[config.mk]
export PLATFORM = sky130hd
export DESIGN_NAME = pipelined_carry_select_adder_flat
export DESIGN_NICKNAME = d
export VERILOG_FILES = /design/src/rtl/pipelined_carry_select_adder_if.sv /design/src/rtl/pipelined_carry_select_adder.sv /design/src/flat_wrapper.sv
export SDC_FILE = /design/constraint.sdc
export NUM_CORES = 1
export LEC_CHECK = 0
export ABC_AREA = 1
export CAP_MARGIN = 10
export CORE_MARGIN = 5
export CORE_UTILIZATION = 60
export CTS_CLUSTER_DIAMETER = 200
export CTS_CLUSTER_SIZE = 40
export DETAILED_ROUTE_END_ITERATION = 16
export MAX_ROUTING_LAYER = met4
export PLACE_DENSITY = 0.86
export SYNTH_ARGS = -nofsm -noshare
export SYNTH_HDL_FRONTEND = slang
export SYNTH_SLANG_ARGS = --single-unit
[constraint.sdc]
create_clock -name clk -period 5.9 [get_ports clk]
set_input_delay 0.59 -clock clk [delete_from_list [all_inputs] [get_ports clk]]
set_output_delay 0.59 -clock clk [all_outputs]
set_load 0.005 [all_outputs]
[src/rtl/pipelined_carry_select_adder_if.sv]
// rtl/pipelined_carry_select_adder_if.sv - operand/result handshake bundle for the pipelined carry-select adder
interface pipelined_carry_select_adder_if #(
  parameter int N = 32
);
  logic         in_valid;
  logic         in_ready;
  logic [N-1:0] a;
  logic [N-1:0] b;
  logic         cin;
  logic         sub;
  logic         out_valid;
  logic         out_ready;
  logic [N-1:0] sum;
  logic         cout;
  logic         overflow;
  logic         zero;

  modport master (
    output in_valid, a, b, cin, sub, out_ready,
    input  in_ready, out_valid, sum, cout, overflow, zero
  );

  modport slave (
    input  in_valid, a, b, cin, sub, out_ready,
    output in_ready, out_valid, sum, cout, overflow, zero
  );
endinterface

[src/rtl/pipelined_carry_select_adder.sv]
// rtl/pipelined_carry_select_adder.sv - pipelined carry-select add/sub, S=N/(B*BPS) stages
// Optional saturation on signed overflow when CSEL_SATURATE_EN is defined.
module pipelined_carry_select_adder #(
  parameter int N   = 32,
  parameter int B   = 4,
  parameter int BPS = 2
) (
  input logic                          clk,
  input logic                          rst_n,
  pipelined_carry_select_adder_if.slave bus
);
  localparam int S = N / (B * BPS);

  // One global advance keeps every stage in lockstep; bubbles travel like beats.
  logic advance;
  assign advance      = !bus.out_valid || bus.out_ready;
  assign bus.in_ready = advance;

  for (genvar k = 0; k < S; k++) begin : stg
    logic         v_in;
    logic         c_in;
    logic         c_out;
    logic         c_mid;
    logic [N-1:0] a_in;
    logic [N-1:0] b_in;
    logic [N-1:0] s_in;
    logic [N-1:0] s_out;
    logic [B:0]   p0;
    logic [B:0]   p1;
    logic         unused_in;

    if (k == 0) begin : src
      assign v_in = bus.in_valid;
      assign a_in = bus.a;
      assign b_in = bus.sub ? ~bus.b : bus.b;
      assign c_in = bus.sub ? ~bus.cin : bus.cin;
      assign s_in = '0;
    end else begin : src
      assign v_in = stg[k-1].pipe.v_r;
      assign a_in = stg[k-1].pipe.a_r;
      assign b_in = stg[k-1].pipe.b_r;
      assign c_in = stg[k-1].pipe.c_r;
      assign s_in = stg[k-1].pipe.s_r;
    end

    // Lower operand bits are already consumed by earlier stages.
    assign unused_in = ^{a_in, b_in};

    always_comb begin
      c_mid = c_in;
      s_out = s_in;
      p0    = '0;
      p1    = '0;
      for (int j = 0; j < BPS; j++) begin
        p0 = {1'b0, a_in[(k*BPS+j)*B +: B]} + {1'b0, b_in[(k*BPS+j)*B +: B]};
        p1 = {1'b0, a_in[(k*BPS+j)*B +: B]} + {1'b0, b_in[(k*BPS+j)*B +: B]}
           + {{B{1'b0}}, 1'b1};
        s_out[(k*BPS+j)*B +: B] = c_mid ? p1[B-1:0] : p0[B-1:0];
        c_mid                   = c_mid ? p1[B] : p0[B];
      end
      c_out = c_mid;
    end

    if (k < S - 1) begin : pipe
      logic         v_r;
      logic         c_r;
      logic [N-1:0] a_r;
      logic [N-1:0] b_r;
      logic [N-1:0] s_r;

      always_ff @(posedge clk) begin
        if (!rst_n) begin
          v_r <= 1'b0;
          c_r <= 1'b0;
          a_r <= '0;
          b_r <= '0;
          s_r <= '0;
        end else if (advance) begin
          v_r <= v_in;
          c_r <= c_out;
          a_r <= a_in;
          b_r <= b_in;
          s_r <= s_out;
        end
      end
    end else begin : fin
      logic         ovf;
      logic [N-1:0] res;

      always_comb begin
        ovf = (a_in[N-1] == b_in[N-1]) && (s_out[N-1] != a_in[N-1]);
        res = s_out;
`ifdef CSEL_SATURATE_EN
        if (ovf) begin
          res = a_in[N-1] ? {1'b1, {(N-1){1'b0}}} : {1'b0, {(N-1){1'b1}}};
        end
`endif
      end

      always_ff @(posedge clk) begin
        if (!rst_n) begin
          bus.out_valid <= 1'b0;
          bus.sum       <= '0;
          bus.cout      <= 1'b0;
          bus.overflow  <= 1'b0;
          bus.zero      <= 1'b0;
        end else if (advance) begin
          bus.out_valid <= v_in;
          bus.sum       <= res;
          bus.cout      <= c_out;
          bus.overflow  <= ovf;
          bus.zero      <= (res == '0);
        end
      end
    end
  end
endmodule

[src/flat_wrapper.sv]
// flat-port wrapper written by rule: the top's interface ports become plain ports
module pipelined_carry_select_adder_flat 
#(
  parameter int N   = 32,
  parameter int B   = 4,
  parameter int BPS = 2
)
  (clk, rst_n, bus_in_valid, bus_a, bus_b, bus_cin, bus_sub, bus_out_ready, bus_in_ready, bus_out_valid, bus_sum, bus_cout, bus_overflow, bus_zero);
  pipelined_carry_select_adder_if #(.N(N)) bus_i ();
  input logic clk;
  input logic rst_n;
  input wire logic [$bits(bus_i.in_valid)-1:0] bus_in_valid;
  input wire logic [$bits(bus_i.a)-1:0] bus_a;
  input wire logic [$bits(bus_i.b)-1:0] bus_b;
  input wire logic [$bits(bus_i.cin)-1:0] bus_cin;
  input wire logic [$bits(bus_i.sub)-1:0] bus_sub;
  input wire logic [$bits(bus_i.out_ready)-1:0] bus_out_ready;
  output wire logic [$bits(bus_i.in_ready)-1:0] bus_in_ready;
  output wire logic [$bits(bus_i.out_valid)-1:0] bus_out_valid;
  output wire logic [$bits(bus_i.sum)-1:0] bus_sum;
  output wire logic [$bits(bus_i.cout)-1:0] bus_cout;
  output wire logic [$bits(bus_i.overflow)-1:0] bus_overflow;
  output wire logic [$bits(bus_i.zero)-1:0] bus_zero;
  assign bus_i.in_valid = bus_in_valid;
  assign bus_i.a = bus_a;
  assign bus_i.b = bus_b;
  assign bus_i.cin = bus_cin;
  assign bus_i.sub = bus_sub;
  assign bus_i.out_ready = bus_out_ready;
  assign bus_in_ready = bus_i.in_ready;
  assign bus_out_valid = bus_i.out_valid;
  assign bus_sum = bus_i.sum;
  assign bus_cout = bus_i.cout;
  assign bus_overflow = bus_i.overflow;
  assign bus_zero = bus_i.zero;
  pipelined_carry_select_adder #(.N(N), .B(B), .BPS(BPS)) u_core (.clk(clk), .rst_n(rst_n), .bus(bus_i));
endmodule
==> Word level (Yosys, flattened, before mapping) <==
Cells that the tools add are included.
W data, S select, Z words.
{ "classes": {"addsub": 16, "eq_ne": 2, "mux": 18, "n_bitwise": 2, "n_reduce_logical": 4} }
{ "op_table": {"columns": ["op", "count"], "rows": [
  ["$add A4 B4 Y5", 8],
  ["$add A5 B1 Y5 const B", 8],
  ["$logic_not A32 Y1", 1],
  ["$mux W32", 1],
  ["$mux W4", 8],
  ["$not A32 Y32", 1],
  ["$mux W1", 9],
  ["$eq A1 B1 Y1", 1],
  ["$logic_and A1 B1 Y1", 1],
  ["$logic_not A1 Y1", 1],
  ["$logic_or A1 B1 Y1", 1],
  ["$ne A1 B1 Y1", 1],
  ["$not A1 Y1", 1]
]} }
{ "totals": {"register_bits": 282, "inputBits": 70, "output_inout_bits": 37, "wordCells": 62} }

==> Depth between registers and ports, before layout <==
Gate-level depths: netlist (run 1).
{ "logic_depth": {"word_depth": 6, "mapped_depth": 16, "depth_no_buf": 15} }

==> Worst setup path after synthesis (run 1) <==
Ideal clock, no wire load.
{ "synth_path": {"kind": "input -> register", "start": "in bus_sub", "end": "reg u_core.stg[0].pipe.s_r[4]", "setup_ps": 57, "arrival_ps": 2858, "required_time_ps": 5843, "slack_ps": 2984, "stages": 16, "path_buffers": 2, "cell_sequence": "buf_2 -> buf_2 -> xor2_1 -> ha_1 -> inv_1 -> fa_1 -> inv_1 -> ha_1 -> nand3_1 -> nor2_1 -> a21o_2 -> nand2_2 -> nand2_1 -> nand3_1 -> nand3_1 -> inv_1"} }
{ "synth_via": {"elab_chain_cells": 5, "elab_cells_between_ends": 8, "classes_between": "add/sub (4); mux (4)"} }
{ "synth_rtl": {"columns": ["item", "line", "source"], "rows": [
  ["start, declared", "flat_wrapper.sv:16", "input wire logic [$bits(bus_i.sub)-1:0] bus_sub;"],
  ["$mux W32", "pipelined_carry_select_adder.sv:35", "assign b_in = bus.sub ? ~bus.b : bus.b;"],
  ["$add A4 B4 Y5", "pipelined_carry_select_adder.sv:55, pipelined_carry_select_adder.sv:56", null],
  ["$add A5 B1 Y5", "pipelined_carry_select_adder.sv:57", "+ {{B{1'b0}}, 1'b1};"],
  ["$mux W1", "pipelined_carry_select_adder.sv:59", "c_mid = c_mid ? p1[B] : p0[B];"],
  ["$mux W4 (*)", "pipelined_carry_select_adder.sv:58", "s_out[(k*BPS+j)*B +: B] = c_mid ? p1[B-1:0] : p0[B-1:0];"],
  ["end signal, assigned", "pipelined_carry_select_adder.sv:83", "s_r <= s_out;"],
  ["end, declared", "pipelined_carry_select_adder.sv:69", "logic [N-1:0] s_r;"]
]} }
Mark *: on every way between the ends. The rest lies on a longest branch, timed or not.
A chain may end at the register's enable or synchronous reset.

==> Worst setup path in the final report (run 1) <==
{ "layout_path": {"start": "in bus_out_ready", "end": "out bus_in_ready"} }
{ "layout_via": {"elab_chain_cells": 1} }
{ "layout_rtl": {"columns": ["item", "line", "source"], "rows": [
  ["start, declared", "flat_wrapper.sv:17", "input wire logic [$bits(bus_i.out_ready)-1:0] bus_out_ready;"],
  ["$logic_or A1 B1 Y1", "pipelined_carry_select_adder.sv:16", "assign advance = !bus.out_valid || bus.out_ready;"],
  ["end, declared", "flat_wrapper.sv:18", "output wire logic [$bits(bus_i.in_ready)-1:0] bus_in_ready;"]
]} }
Every way passes these cells.

==> impl_metrics.csv, run 1 <==
group,metric,value,unit
final_layout,most-common-layout-cells,"nor2_1 (256), dfxtp_1 (186), o21ai_0 (168)",
routing,ant_nets,0,
clock_network,postCtsSetupBuffers,0,
pwr,power_density,289,nW/um2
yosys,yosysSeqAreaShare,0.427,
die,dieArea,17100,um2
die,rows,44,
timing,setup_slack,2.73,ns
global_routing,use_met2,0.339,
global_routing,grt_use_total,0.222,
clock_network,cts_tree,"built",
yosys,syn_area_per_cell,7.64,um2
global_routing,grt_util_met3,0.0427,
final_layout,num-fill-cells,1174,
setup_path,crit_start,"bus_out_ready",
clock_network,numClockSinks,186,
routing,via_per_inst,5.27,
global_routing,grt_overflow,0,
setup_path,max_stage_delay,0.61,ns
setup_path,path_cells,"clkdlybuf4s50_1 > nor2_4 > buf_4 > inv_6 > clkdlybuf4s50_1",
final_layout,drive_gt1_frac,0.0581,
timing,fin_crit_sh,0.537,
timing,final.setup.tns,0,ns
clock_network,hold_buffers,0,
final_layout,register_area,3720,um2
clock_network,max-clock-path-buffers,2,
worst_hold_path,hp-start,"u_core.stg[2].pipe.v_r",
global_routing,grt_max_degree,97,
setup_path,cpMostUsedCell,"clkdlybuf4s50_1",
global_routing,grt_use_met1,0.299,
global_routing,grt_pass1_wl,30.2,mm
setup_path,endpoint_kind,"output pin",
setup_path,path_max_fanout,78,
clock_network,cts_max_level,4,
yosys,ys_ff_latch,186,
final_layout,layout_commonest_cell,"nor2_1",
yosys,synth_area,8730,um2
global_routing,grt_pass1_vias,6653,
clock_network,clkLatencyLatePin,0.43,ns
die,core-area,14400,um2
final_layout,multi_input_area,4460,um2
routing,first_pass_iters,5,
final_layout,num_antenna_cells,0,
timing,clock_skew,0.00440,ns
timing,fmax,0.316,GHz
timing,rsz0062_at_grt,"no",
global_routing,antenna_found_initial,0,
setup_path,r2r_start,"u_core.bus.out_valid",
yosys,yosysWarnings,0,
setup_path,cp.required,5.31,ns
final_layout,syn_to_final_growth,18.9,%
die,die_y,131,um
final_layout,fin_nets,1327,
placement,dp_worst_setup_slack,2.46,ns
routing,route.detailed.drc,0,
yosys,yosys.cell_types.count,34,
routing,wirelength,18.2,mm
setup_path,cp_top_family,"buffers and inverters",
routing,initialDrtViolationCount,650,
yosys,syn-instance-count,1143,
worst_hold_path,hold_path.class,"reg2reg",
final_layout,final_area,10400,um2
yosys,syn_nets,1261,
timing,tightest_slew,0.903,ns
die,initial_core_util,0.605,
die,die_w,131,um
routing,vias,7409,
outcome,status,"finished, final reports clean",
flow_run,max_cap_viol_count,0,
global_routing,top_usage_layer,"met2",
clock_network,numCtsBuffers,17,
setup_path,worst-setup-path-type,"in2out",
setup_path,path_buf_inv,4,
die,design.portCount,107,
setup_path,critPathSlowestCell,"clkdlybuf4s50_1",
clock_network,cts.clk_slew.worst_paths,0.06,ns
placement,dpl-instance-area,9810,um2
clock_network,cts_resized,0,
placement,gp_congestion,0.843,
timing,min_period,3.17,ns
timing,finalMaxSlewViolations,0,
clock_network,clockRootBuffer,"clkbuf_16",
routing,wl_per_cell,12.9,um
timing,setup_viol,0,
placement,port_buffers,106,
pwr,peakVddDrop,238,uV
setup_path,critPathLaunchType,"input pin",
pwr,power.leakage,4.96,nW
timing,relSlewSlack,0.398,
setup_path,arrival,2.58,ns
timing,hold_violations,0,
placement,dpl.hpwl,12.3,mm
cell usage after synthesis:
cell	number	area [um2]
o211ai_1	6	45.0
o21bai_1	8	60.1
nor3_1	1	5.00
xnor2_1	39	342
nor2_4	1	11.3
or2_1	1	6.26
clkbuf_1	53	199
a21o_2	2	17.5
or2_2	5	31.3
a31oi_1	8	50.1
o21ai_0	168	841
xor2_1	15	131
ha_1	40	500
a21oi_1	57	285
a21o_1	5	37.5
nand3_2	5	50.1
o221ai_1	1	8.76
nor2_1	257	965
nand2_4	3	33.8
xor2_2	3	48.8
o21bai_2	1	11.3
buf_2	8	40.0
dfxtp_1	186	3720
fa_1	8	160
nand3_1	71	355
inv_2	4	15.0
nand2_2	8	50.1
buf_1	2	7.51
nor4_2	1	12.5
nand3b_1	2	15.0
nand4_1	5	31.3
inv_1	75	282
nand2_1	93	349
buf_4	1	7.51
state kept, by name, summed over array words and instances (netlist names):
signal	count
u_core.stg.pipe.a_r	48
u_core.stg.pipe.b_r	48
u_core.stg.pipe.s_r	48
u_core.bus.sum	32
u_core.stg.pipe.c_r	3
u_core.stg.pipe.v_r	3
u_core.bus.cout	1
u_core.bus.out_valid	1
u_core.bus.overflow	1
u_core.bus.zero	1
stage by stage:
stage          instances  hold slack [ns]  total power [mW]  utilization
3_5_place_dp        1374            0.458              1.93        0.680
3_3_place_gp        1374            0.456              1.91        0.680
5_1_grt             1406            0.498              3.13        0.719
2_1_floorplan       1143            0.441              1.77            -
6_report            1406            0.473              2.99        0.719
4_1_cts             1406            0.473              3.01        0.719
tightest hold or removal path: stages (launching register included):
cell     delay [ns]
dfxtp_1        0.33
nor2_1         0.05
nor2_1         0.07
area by class of cell:
cell class | instances | share of cell area
Clock buffer | 22 | 0.0457
Multi-Input combinational cell | 814 | 0.430
Timing Repair Buffer | 111 | 0.105
Sequential cell | 186 | 0.359
Clock inverter | 10 | 0.00880
Tap cell | 184 | 0.0222
Inverter | 79 | 0.0291
power breakdown:
part	switching, mW	total, mW	internal [mW]	leakage [nW]
sequential	0.0607	1.42	1.36	1.53
clock	0.469	1.08	0.614	0.276
combinational	0.261	0.488	0.227	3.15
cell families after synthesis:
kind of cell,count (synthesis),share of synthesized area
fa+ha+maj,48,0.0757
buf+inv,143,0.0631
simple gates,453,0.219
flops,186,0.427
xor+xnor,57,0.0598
compound gates,256,0.155
routing by layer:
layer,wire [um],part of all wire,vias up
met5,0,0,-
met4,358,0.020,0
met3,850,0.047,31
li1,-,-,3864
met2,8090,0.45,155
met1,8870,0.49,3359
worst paths after layout:
| path | to | slack, ns | depth (start not counted) |
|---|---|---|---|
| worst max-delay path | bus_in_ready | 2.73 | 5 |
| worst min-delay path | u_core.bus.out_valid | 0.47 | 2 |
| worst max register to register | u_core.stg[1].pipe.s_r[11] | 3.43 | 8 |
| worst min register to register | u_core.bus.out_valid | 0.47 | 2 |
Power figures use the tool's default switching activity.
==> run 2: changes to the inputs <==
- CORE_UTILIZATION: 60 -> 51
- PLACE_DENSITY: 0.86 -> 0.78
- clock period: 5.9 -> 2.9 ns (I/O delays scaled with it)
==> run 2 against run 1 <==
Net effect:
- critical path depth increased by 10
- highest routed layer unchanged
- sequential power increased by 100%
- register-to-register slack got worse by 2.9 ns
- critical endpoint is now u_core.stg[0].pipe.s_r[6]
- critical path type is now in2reg
==> impl_metrics.csv, run 2 (synthesized netlist as in run 1, its figures left out) <==
group,metric,value,unit
outcome,status,"finished, final reports clean",
timing,hold_violations,0,
final_layout,layout_commonest_cell,"nor2_1",
die,core-area,16700,um2
routing,first_pass_iters,5,
final_layout,fin_nets,1328,
final_layout,num_antenna_cells,0,
final_layout,fin_cells,1443,
routing,initialDrtViolationCount,455,
pwr,power_frac_clock,0.371,
clock_network,clkLatencyLatePin,0.43,ns
routing,wirelength,18.3,mm
routing,route.detailed.drc,0,
final_layout,multi_input_area,4460,um2
placement,dp_cells,1411,
pwr,seqPwrFrac,0.468,
pwr,power.leakage,4.98,nW
global_routing,grt_use_total,0.195,
final_layout,top_regs,"u_core.stg.pipe.a_r x48, u_core.stg.pipe.b_r x48, u_core.stg.pipe.s_r x48",
setup_path,cp.required,3.23,ns
setup_path,endpoint_kind,"flop",
worst_hold_path,min_path_cells,3,
pwr,power_switching,1.67,mW
timing,rsz0062_at_grt,"no",
final_layout,most-common-layout-cells,"nor2_1 (256), dfxtp_1 (186), o21ai_0 (168)",
placement,dp_worst_setup_slack,0.0551,ns
timing,setup_viol,0,
final_layout,num-fill-cells,1479,
global_routing,grt_pass1_vias,6727,
clock_network,hold_buffers,0,
pwr,power_density,589,nW/um2
placement,dpl.hpwl,12.5,mm
timing,final.setup.tns,0,ns
timing,setup_slack,0.457,ns
timing,clock_skew,0.00914,ns
setup_path,r2r_cells,15,
die,dieArea,19800,um2
global_routing,antenna_found_initial,0,
setup_path,worst-setup-path-type,"in2reg",
die,initial_core_util,0.523,
clock_network,numClockSinks,186,
pwr,combPwrFrac,0.161,
clock_network,cts.clk_slew.worst_paths,0.07,ns
timing,tightest_slew,0.518,ns
routing,via_per_inst,5.09,
clock_network,clockRootBuffer,"clkbuf_16",
final_layout,drive_gt1_frac,0.0605,
timing,relSlewSlack,0.654,
clock_network,max-clock-path-buffers,2,
timing,min_period,2.44,ns
routing,ant_nets,0,
clock_network,cts_tree,"built",
setup_path,max_stage_delay,0.49,ns
clock_network,cts_resized,0,
die,die_y,141,um
clock_network,postCtsSetupBuffers,0,
placement,gp_congestion,0.862,
pwr,swShare,0.269,
global_routing,grt_overflow,0,
clock_network,numCtsBuffers,17,
timing,finalMaxSlewViolations,0,
die,rows,47,
die,die_w,141,um
die,design.portCount,107,
worst_hold_path,hold_path.class,"in2reg",
clock_network,cts_max_level,4,
pwr,peakVddDrop,486,uV
setup_path,arrival,2.77,ns
pwr,power.internal,4.52,mW
flow_run,max_cap_viol_count,0,
final_layout,syn_to_final_growth,20.3,%
setup_path,path_max_fanout,6,
global_routing,grt_max_degree,137,
timing,fin_crit_sh,0.842,
global_routing,grt_pass1_wl,31.4,mm
setup_path,critPathLaunchType,"input pin",
timing,fmax,0.409,GHz
final_layout,register_area,3720,um2
routing,wl_per_cell,12.7,um
setup_path,path_cells,"clkdlybuf4s50_1 > xor2_1 > ha_1 > inv_1 > fa_1 > inv_1 > ha_1 > nand3_1 > nor2_1 > a21o_2 > nand2_2 > nand2_1 > nand3_1 > nand3_1 > inv_1",
placement,port_buffers,106,
setup_path,critPathSlowestCell,"fa_1",
routing,vias,7341,
[run 2: changes by cell type in the layout (fill, tap and decap cells not counted), sizes merged]
| cell | before | now |
|---|---|---|
| inv | 80 | 83 |
| clkinv | 6 | 3 |
| clkinvlp | 2 | 6 |
| buf | 7 | 8 |
| clkbuf | 22 | 17 |
| bufinv | 1 | 2 |
[run 2: stage by stage]
stage	cell area, um2	total power [mW]	utilization	hold WS (ns)
after global routing	10500	6.52	0.629	0.373
after detailed placement	9910	3.94	0.593	0.464
after CTS	10500	6.24	0.629	0.330
after floorplan	8730	3.60	-	0.441
after global placement	9910	3.90	0.593	0.455
final	10500	6.19	0.629	0.336
[run 2: path summary, 6_finish.rpt]
path                                to                  startpoint  slack (ns)
max          u_core.stg[0].pipe.s_r[6]                    bus_b[0]        0.46
min                  u_core.bus.sum[1]                       rst_n        0.34
max reg2reg            u_core.bus.zero  u_core.stg[2].pipe.b_r[24]        0.50
min reg2reg            u_core.bus.zero             u_core.bus.zero        0.47
[run 2: final cells by class]
| class | count | area share |
|---|---|---|
| inverter | 79 | 0.0287 |
| sequential | 186 | 0.355 |
| clock buffer | 17 | 0.0405 |
| clock inverter | 15 | 0.0157 |
| tap | 220 | 0.0262 |
| timing repair buffer | 112 | 0.109 |
| multi-input combinational | 814 | 0.425 |
[run 2: critical path, delay by kind of cell]
family | cells | cell delay, ns
compound gates | 1 | 0.21
xor+xnor | 1 | 0.16
fa+ha+maj | 3 | 0.82
buf+inv | 4 | 0.65
simple gates | 6 | 0.63
[run 2: power groups by stage]
stage               Clock (mW)  Sequential (mW)  Combinational [mW]
detailed placement           0             2.95               0.986
CTS                       2.34             2.90                1.00
global route              2.46             2.92                1.14
floorplan                    0             2.92               0.683
global placement             0             2.94               0.958
finish                    2.30             2.89               0.994
[run 2: layer usage]
layer / vias to the layer above / global-route usage / wire length, um / share of wire
li1: 3864 / - / - / -
met1: 3309 / 0.268 / 9070 / 0.49
met2: 151 / 0.295 / 8250 / 0.45
met4: 0 / 0.0500 / 199 / 0.011
met3: 17 / 0.0393 / 820 / 0.045
met5: - / - / 0 / 0
==> run 3: changes to the inputs <==
- clock period: 2.9 -> 2.2 ns (I/O delays scaled with it)
==> run 3 against run 2 <==
Net effect:
- the flow now finishes with violations (negative setup slack)
- setup slack worse by 0.50 ns
- final cell count increased by 2.8%
- critical path depth is 3 lower
- critical path type is now reg2reg
- highest routed layer unchanged
==> impl_metrics.csv, run 3 (synthesized netlist as in run 1, its figures left out) <==
group,metric,value,unit
final_layout,fin_cells,1484,
routing,initialDrtViolationCount,465,
global_routing,grt_max_degree,123,
global_routing,grt_overflow,0,
setup_path,arrival,2.62,ns
placement,dp_cells,1443,
clock_network,cts.clk_slew.worst_paths,0.07,ns
final_layout,layout_commonest_cell,"nor2_1",
placement,dpl.hpwl,13.0,mm
timing,relSlewSlack,0.652,
timing,rsz0062_at_grt,"yes",
setup_path,endpoint_kind,"flop",
final_layout,syn_to_final_growth,27.1,%
clock_network,numClockSinks,186,
global_routing,grt_pass1_wl,32.0,mm
routing,ant_nets,0,
setup_path,cp.required,2.57,ns
placement,gp_congestion,0.827,
timing,tightest_slew,0.522,ns
timing,final.setup.tns,-0.0625,ns
die,design.portCount,107,
timing,hold_violations,0,
timing,fmax,0.445,GHz
flow_run,max_cap_viol_count,0,
pwr,peakVddDrop,624,uV
pwr,power_density,753,nW/um2
clock_network,cts_max_level,4,
die,rows,47,
timing,min_period,2.25,ns
clock_network,clockRootBuffer,"clkbuf_16",
clock_network,max-clock-path-buffers,2,
clock_network,numCtsBuffers,17,
final_layout,fin_nets,1369,
global_routing,antenna_found_initial,0,
die,dieArea,19800,um2
outcome,violations,"negative setup slack",
die,initial_core_util,0.523,
timing,hold_slack,0.297,ns
global_routing,grt_pass1_vias,6853,
timing,setup_slack,-0.0454,ns
routing,wl_per_cell,13.0,um
pwr,fin_total_pwr,8.36,mW
global_routing,grt_use_total,0.199,
final_layout,num_antenna_cells,0,
placement,dp_worst_setup_slack,-0.482,ns
final_layout,top_regs,"u_core.stg.pipe.a_r x48, u_core.stg.pipe.b_r x48, u_core.stg.pipe.s_r x48",
clock_network,clkLatencyLatePin,0.44,ns
timing,finalMaxSlewViolations,0,
routing,vias,7589,
final_layout,drive_gt1_frac,0.126,
timing,fin_crit_sh,1.02,
placement,port_buffers,106,
outcome,status,"finished with violations",
die,core-area,16700,um2
clock_network,cts_tree,"built",
timing,setup_viol,2,
worst_hold_path,hold_path.class,"in2reg",
setup_path,r2r_cells,12,
routing,wirelength,19.2,mm
pwr,power.leakage,5.26,nW
routing,via_per_inst,5.11,
setup_path,critPathLaunchType,"flop",
worst_hold_path,min_path_cells,3,
routing,first_pass_iters,4,
setup_path,path_max_fanout,5,
final_layout,most-common-layout-cells,"nor2_1 (250), dfxtp_1 (180), o21ai_0 (166)",
timing,clock_skew,0.00865,ns
die,die_w,141,um
setup_path,worst-setup-path-type,"reg2reg",
die,die_y,141,um
routing,route.detailed.drc,0,
run 3: cell types whose count changed in the layout (fill, tap and decap cells not counted), moves of 7 or more:
| cell | delta |
|---|---|
| ha_1 | -8 |
| buf_4 | +37 |
| nand2_4 | +7 |
| nand3_1 | -8 |
run 3: repair_timing:
action                     CTS  global route
pin swaps                   22            37
setup buffers                4             5
setup endpoints to repair   14            22
hold buffers                 0             0
resized for setup           19            45
run 3: report_power, final:
group,internal [mW],leakage [nW],switching [mW]
Combinational,0.747,3.45,0.779
Sequential,3.65,1.53,0.165
Clock,1.61,0.275,1.41
run 3: final cells by class:
cell class | count | area [um2]
clock buffer | 17 | 425
multi-input combinational | 814 | 4710
tap | 220 | 275
fill | 1415 | 5600
sequential | 186 | 3730
timing repair buffer | 153 | 1500
inverter | 79 | 302
clock inverter | 15 | 154
run 3: critical path, cell delays in order (launching register included):
cell and delay [ns]:
dfxtp_2 0.34, ha_4 0.16, fa_2 0.56, ha_4 0.15
nand2_4 0.06, nor2_4 0.15, buf_6 0.12, nand3_4 0.11
nand3_1 0.14, nand3_1 0.08, nor2_1 0.11, nand2_1 0.08
a21oi_2 0.11
run 3: routing by layer:
layer,global-route usage,wire length (um)
met1,0.271,9280
met2,0.303,8840
met5,-,0
met4,0.0699,345
met3,0.0305,771
run 3: through the flow:
step / cell area [um2] / util
finish: 11100 / 0.665
global route: 11100 / 0.665
CTS: 10900 / 0.651
detailed placement: 10200 / 0.611
global placement: 10200 / 0.611
floorplan: 8760 / -
run 3: path summary, 6_finish.rpt:
check | start | endpoint | slack, ns
hold / removal | rst_n | u_core.stg[1].pipe.a_r[26] | 0.30
setup reg to reg | u_core.stg[2].pipe.a_r[24] | u_core.bus.zero | -0.05
hold reg to reg | u_core.bus.overflow | u_core.bus.overflow | 0.46
setup / recovery | u_core.stg[2].pipe.a_r[24] | u_core.bus.zero | -0.05
